### src/rtl/riscv_pkg.sv
// Shared RV32I definitions for the load path: widths, load funct3 encodings,
// load FSM states and the misalignment/illegal-encoding check.
package riscv_pkg;

  localparam int XLEN = 32;
  localparam int REGW = 5;

  localparam logic [2:0] F3_LB  = 3'b000;
  localparam logic [2:0] F3_LH  = 3'b001;
  localparam logic [2:0] F3_LW  = 3'b010;
  localparam logic [2:0] F3_LBU = 3'b100;
  localparam logic [2:0] F3_LHU = 3'b101;

  typedef enum logic [2:0] {
    IDLE = 3'd0,
    REQ  = 3'd1,
    WAIT = 3'd2,
    DONE = 3'd3,
    ERR  = 3'd4
  } load_state_t;

  // High for reserved funct3 encodings or an access not aligned to its size.
  function automatic logic load_illegal(input logic [2:0] f3, input logic [1:0] off);
    case (f3)
      F3_LB, F3_LBU: load_illegal = 1'b0;
      F3_LH, F3_LHU: load_illegal = off[0];
      F3_LW:         load_illegal = |off;
      default:       load_illegal = 1'b1;
    endcase
  endfunction

endpackage

### src/rtl/load_extend.sv
// Selects the addressed byte/halfword/word from an aligned memory word and
// sign- or zero-extends it according to the RV32I load type.
module load_extend
  import riscv_pkg::*;
(
  input  logic [XLEN-1:0] word,
  input  logic [1:0]      offset,
  input  logic [2:0]      funct3,
  output logic [XLEN-1:0] data
);

  logic [7:0]  byte_sel;
  logic [15:0] half_sel;

  always_comb begin
    case (offset)
      2'd0:    byte_sel = word[7:0];
      2'd1:    byte_sel = word[15:8];
      2'd2:    byte_sel = word[23:16];
      default: byte_sel = word[31:24];
    endcase
  end

  assign half_sel = offset[1] ? word[31:16] : word[15:0];

  always_comb begin
    case (funct3)
      F3_LB:   data = {{(XLEN-8){byte_sel[7]}}, byte_sel};
      F3_LH:   data = {{(XLEN-16){half_sel[15]}}, half_sel};
      F3_LBU:  data = {{(XLEN-8){1'b0}}, byte_sel};
      F3_LHU:  data = {{(XLEN-16){1'b0}}, half_sel};
      default: data = word;
    endcase
  end

endmodule

### src/rtl/load_unit.sv
// Non-pipelined RV32I load unit: one load in flight, word-aligned memory read
// over valid/ready, result extended and handed to the writeback mem operand.
module load_unit
  import riscv_pkg::*;
(
  input  logic            clk,
  input  logic            reset,
  input  logic            start,
  input  logic [XLEN-1:0] addr_in,
  input  logic [2:0]      funct3,
  input  logic [REGW-1:0] rd_in,
  output logic            busy,
  output logic            mem_req_valid,
  input  logic            mem_req_ready,
  output logic [XLEN-1:0] mem_req_addr,
  input  logic            mem_rsp_valid,
  input  logic [XLEN-1:0] mem_rsp_data,
  output logic            load_valid,
  output logic [XLEN-1:0] load_data,
  output logic [REGW-1:0] load_rd,
  output logic            misaligned
);

  load_state_t     state_q, state_d;
  logic [1:0]      offset_q;
  logic [2:0]      funct3_q;
  logic [REGW-1:0] rd_q;
  logic [XLEN-1:0] req_addr_q;
  logic [XLEN-1:0] load_data_q;
  logic [REGW-1:0] load_rd_q;
  logic [XLEN-1:0] ext_data;
  logic            accept;
  logic            bad_load;
  logic            capture;

  assign accept   = (state_q == IDLE) && start;
  assign bad_load = load_illegal(funct3, addr_in[1:0]);
  // Responses outside WAIT (incl. the handshake cycle) never reach the result.
  assign capture  = (state_q == WAIT) && mem_rsp_valid;

  always_ff @(posedge clk or posedge reset) begin
    if (reset) begin
      state_q <= IDLE;
    end else begin
      state_q <= state_d;
    end
  end

  always_comb begin
    state_d = state_q;
    case (state_q)
      IDLE:    if (start) state_d = bad_load ? ERR : REQ;
      REQ:     if (mem_req_ready) state_d = WAIT;
      WAIT:    if (mem_rsp_valid) state_d = DONE;
      DONE:    state_d = IDLE;
      ERR:     state_d = IDLE;
      default: state_d = IDLE;
    endcase
  end

  always_comb begin
    busy          = (state_q != IDLE);
    mem_req_valid = (state_q == REQ);
    load_valid    = (state_q == DONE);
    misaligned    = (state_q == ERR);
  end

  always_ff @(posedge clk or posedge reset) begin
    if (reset) begin
      offset_q   <= '0;
      funct3_q   <= '0;
      rd_q       <= '0;
      req_addr_q <= '0;
    end else if (accept) begin
      offset_q <= addr_in[1:0];
      funct3_q <= funct3;
      rd_q     <= rd_in;
      if (!bad_load) begin
        req_addr_q <= {addr_in[XLEN-1:2], 2'b00};
      end
    end
  end

  load_extend u_extend (
    .word   (mem_rsp_data),
    .offset (offset_q),
    .funct3 (funct3_q),
    .data   (ext_data)
  );

  always_ff @(posedge clk or posedge reset) begin
    if (reset) begin
      load_data_q <= '0;
      load_rd_q   <= '0;
    end else if (capture) begin
      load_data_q <= ext_data;
      load_rd_q   <= rd_q;
    end
  end

  assign mem_req_addr = req_addr_q;
  assign load_data    = load_data_q;
  assign load_rd      = load_rd_q;

endmodule

### config.mk
export PLATFORM = sky130hd
export DESIGN_NAME = load_unit
export DESIGN_NICKNAME = d
export VERILOG_FILES = /design/src/rtl/riscv_pkg.sv /design/src/rtl/load_extend.sv /design/src/rtl/load_unit.sv
export SDC_FILE = /design/constraint.sdc
export NUM_CORES = 1
export LEC_CHECK = 0
export ABC_CLOCK_PERIOD_IN_PS = 3700
export BUFFER_PORTS_ARGS = -buffer_cell sky130_fd_sc_hd__buf_2
export CAP_MARGIN = 10
export CELL_PAD_IN_SITES_DETAIL_PLACEMENT = 1
export CELL_PAD_IN_SITES_GLOBAL_PLACEMENT = 1
export CORE_UTILIZATION = 37
export CTS_CLUSTER_DIAMETER = 40
export DETAILED_ROUTE_END_ITERATION = 7
export HOLD_SLACK_MARGIN = 0.08
export PLACE_DENSITY_LB_ADDON = 0.1
export REMOVE_ABC_BUFFERS = 1
export SYNTH_ARGS = -nofsm -noshare
export SYNTH_HDL_FRONTEND = slang
export SYNTH_SLANG_ARGS = --single-unit
### constraint.sdc
create_clock -name clk -period 3.7 [get_ports clk]
set_input_delay 0.74 -clock clk [delete_from_list [all_inputs] [get_ports clk]]
set_output_delay 0.74 -clock clk [all_outputs]
set_load 0.1 [all_outputs]
==> results.tsv <==
metric	value	unit
status	completed	
hpwlAfterDp	7150	um
startpoint	state_q[0]	
post-route-period-util	0.683	
critPathCapture	mem_req_addr[10]	
area_growth	27.2	%
gp_congestion	0.785	
yosysWarnings	0	
rsz0062_at_grt	no	
post_cts_resized	0	
antenna_found_initial	0	
grtUsageTotal	0.195	
drive_gt1_frac	0.467	
finalSetupViolCount	0	
htreeDepth	3	
hold_viol_final	0	
dieArea	0.0107	mm^2
fin_crit	2530	ps
grt_max_degree	53	
ys_seq_area_frac	0.525	
ys_top_cells_by_count	dfrtp_1 (80), nand2_1 (41), nand3_1 (32), mux2_4 (30), mux2_2 (16)	
drv_cap	0	
antenna_cells	0	
io_pins	150	
synthTopCellsByArea	dfrtp_1 (53%), mux2_4 (12%), mux2_2 (4.7%)	
synth_seq_cells	80	
yosysTopAreaCell	dfrtp_1	
synth_async_sr_flop_share	1.00	
synth_top_family_by_area	multiplexers	
finalMaxSlewViolations	0	
grt_pass1_vias	2955	
min_path_type	reg -> reg	
synth_cells	329	
place.port_buffers	147	
yosysMostFrequentCell	dfrtp_1	
rrSetupSlack	1170	ps
yosys.area_share.adder	0	
tns	0	ps
ant_nets	0	
post_cts_buffers	0	
crit_slowest_cell	nand2_2	
cp_data_arrival_time	2760	ps
synth_top_area_frac	0.525	
numCtsBuffers	9	
clk_latency	350	ps
die_w	103	um
reg2reg_to	mem_req_addr[10]	
drc	0	
clk_path_buf_depth	2	
numClockSinks	80	
maxSlewHeadroom	0.224	
routed_wirelength	10200	um
grt_pass1_wl	15700	um
synth_area	0.00381	mm^2
r2r_cells	4	
cts_tree	yes	
clkTransAtPathRegs	80	ps
critPathKind	reg -> reg	
initial_core_util	0.386	
wl_per_cell	16.9	um
clock.fmax	396	MHz
fin_nets	543	
overflow	0	
synth-xor-area-share	0	
coreArea	0.00986	mm^2
via_per_inst	4.98	
end_kind	flop	
synthSimpleGateAreaFrac	0.150	
drt_iter0_markers	68	
muxShareOfSynthArea	0.192	
vias	2997	
start_kind	flop	
dr.pass1.iters	6	
syn_avg_cell_area	11.6	um^2
final_util	0.491	
cp_max_fo	30	
num_rows	36	
fin_skew	9.59	ps
root_buffer	clkbuf_8	
worstMarginPinSlew	1160	ps
required	3940	ps
synth_cell_types	39	
hold_buffers	0	
synthFlopType	dfrtp_1	
fp.dieH	103	um
crit_chain	or3_4, nor2_4, nand2_2, mux2_4	
synth_compound_area_frac	0.0903	
critPathMaxStageDelay	630	ps
synth_edf_count	0	
r2r-start	state_q[0]	
-- worst min path at each step --
stage                 end  cells past startpoint     from
6_report       load_rd[3]                      2  rd_q[3]
5_1_grt        load_rd[3]                      2  rd_q[3]
4_1_cts        load_rd[3]                      2  rd_q[3]
3_5_place_dp   load_rd[3]                      2  rd_q[3]
3_3_place_gp   load_rd[4]                      2  rd_q[4]
2_1_floorplan  load_rd[0]                      2  rd_q[0]
-- logic make-up (layout without fill, tap and decap cells) --
family,Yosys count,after routing
and+or+nand+nor,111,111
DFF,80,80
AOI/OAI and AO/OA,52,52
buffers and inverters,29,168
muxes,56,56
other,1,2
-- state kept, by name, indices dropped and copies added, names as in the netlist --
signal        flops
state_q           3
load_rd           5
load_data        32
funct3_q          3
offset_q          2
mem_req_addr     30
rd_q              5
-- through the flow --
step | std cells | hold slack [ps] | area, um^2 | worst slack [ps]
after floorplan | 304 | 435 | 3670 | -1940
after global placement | 588 | 447 | 4610 | 989
after detailed placement | 588 | 459 | 4610 | 954
after CTS | 602 | 476 | 4850 | 1170
after global routing | 602 | 504 | 4850 | 1050
final | 602 | 473 | 4850 | 1170
-- critical path: cells and delay by family (launching register included) --
kind	cells	cell delay, ps
and+or+nand+nor	3	1360
DFF	1	480
muxes	1	530
-- cells in the final DEF, fill, tap and decap left out, types with 2 or more instances in the layout --
master       n
a21o_1       2
a21oi_1     15
a31oi_1      5
and2_1       2
buf_2      147
buf_4        4
bufinv_16    3
clkbuf_8     9
clkinv_4     2
conb_1       2
dfrtp_1     80
inv_1        2
mux2_2      16
mux2_4      30
mux2i_1     10
nand2_1     41
nand2b_1     3
nand3_1     32
nand3b_1     8
nor2_1       6
nor2b_1      8
o21ai_0     10
o22a_1       2
o22ai_1      3
o31ai_1      7
o32a_1       5
-- per-layer routing --
metal / track usage / wire, um / vias up
met4: 0.0813 / 133 / 0
met1: 0.266 / 4670 / 1474
li1: - / - / 1425
met2: 0.305 / 4840 / 88
met3: 0.0349 / 530 / 10
met5: 0 / 0 / -
-- final cells by class --
cell class,instances,area (um^2)
Clock buffer,9,124
Clock inverter,5,108
Fill cell,1142,5020
Inverter,3,12.5
Multi-Input combinational cell,221,1670
Sequential cell,80,2000
Tap cell,133,166
Timing Repair Buffer,151,766
Power is left out: the tool's default activity adds up to more than one toggle a clock period on the data nets, which glitch-free logic cannot reach.
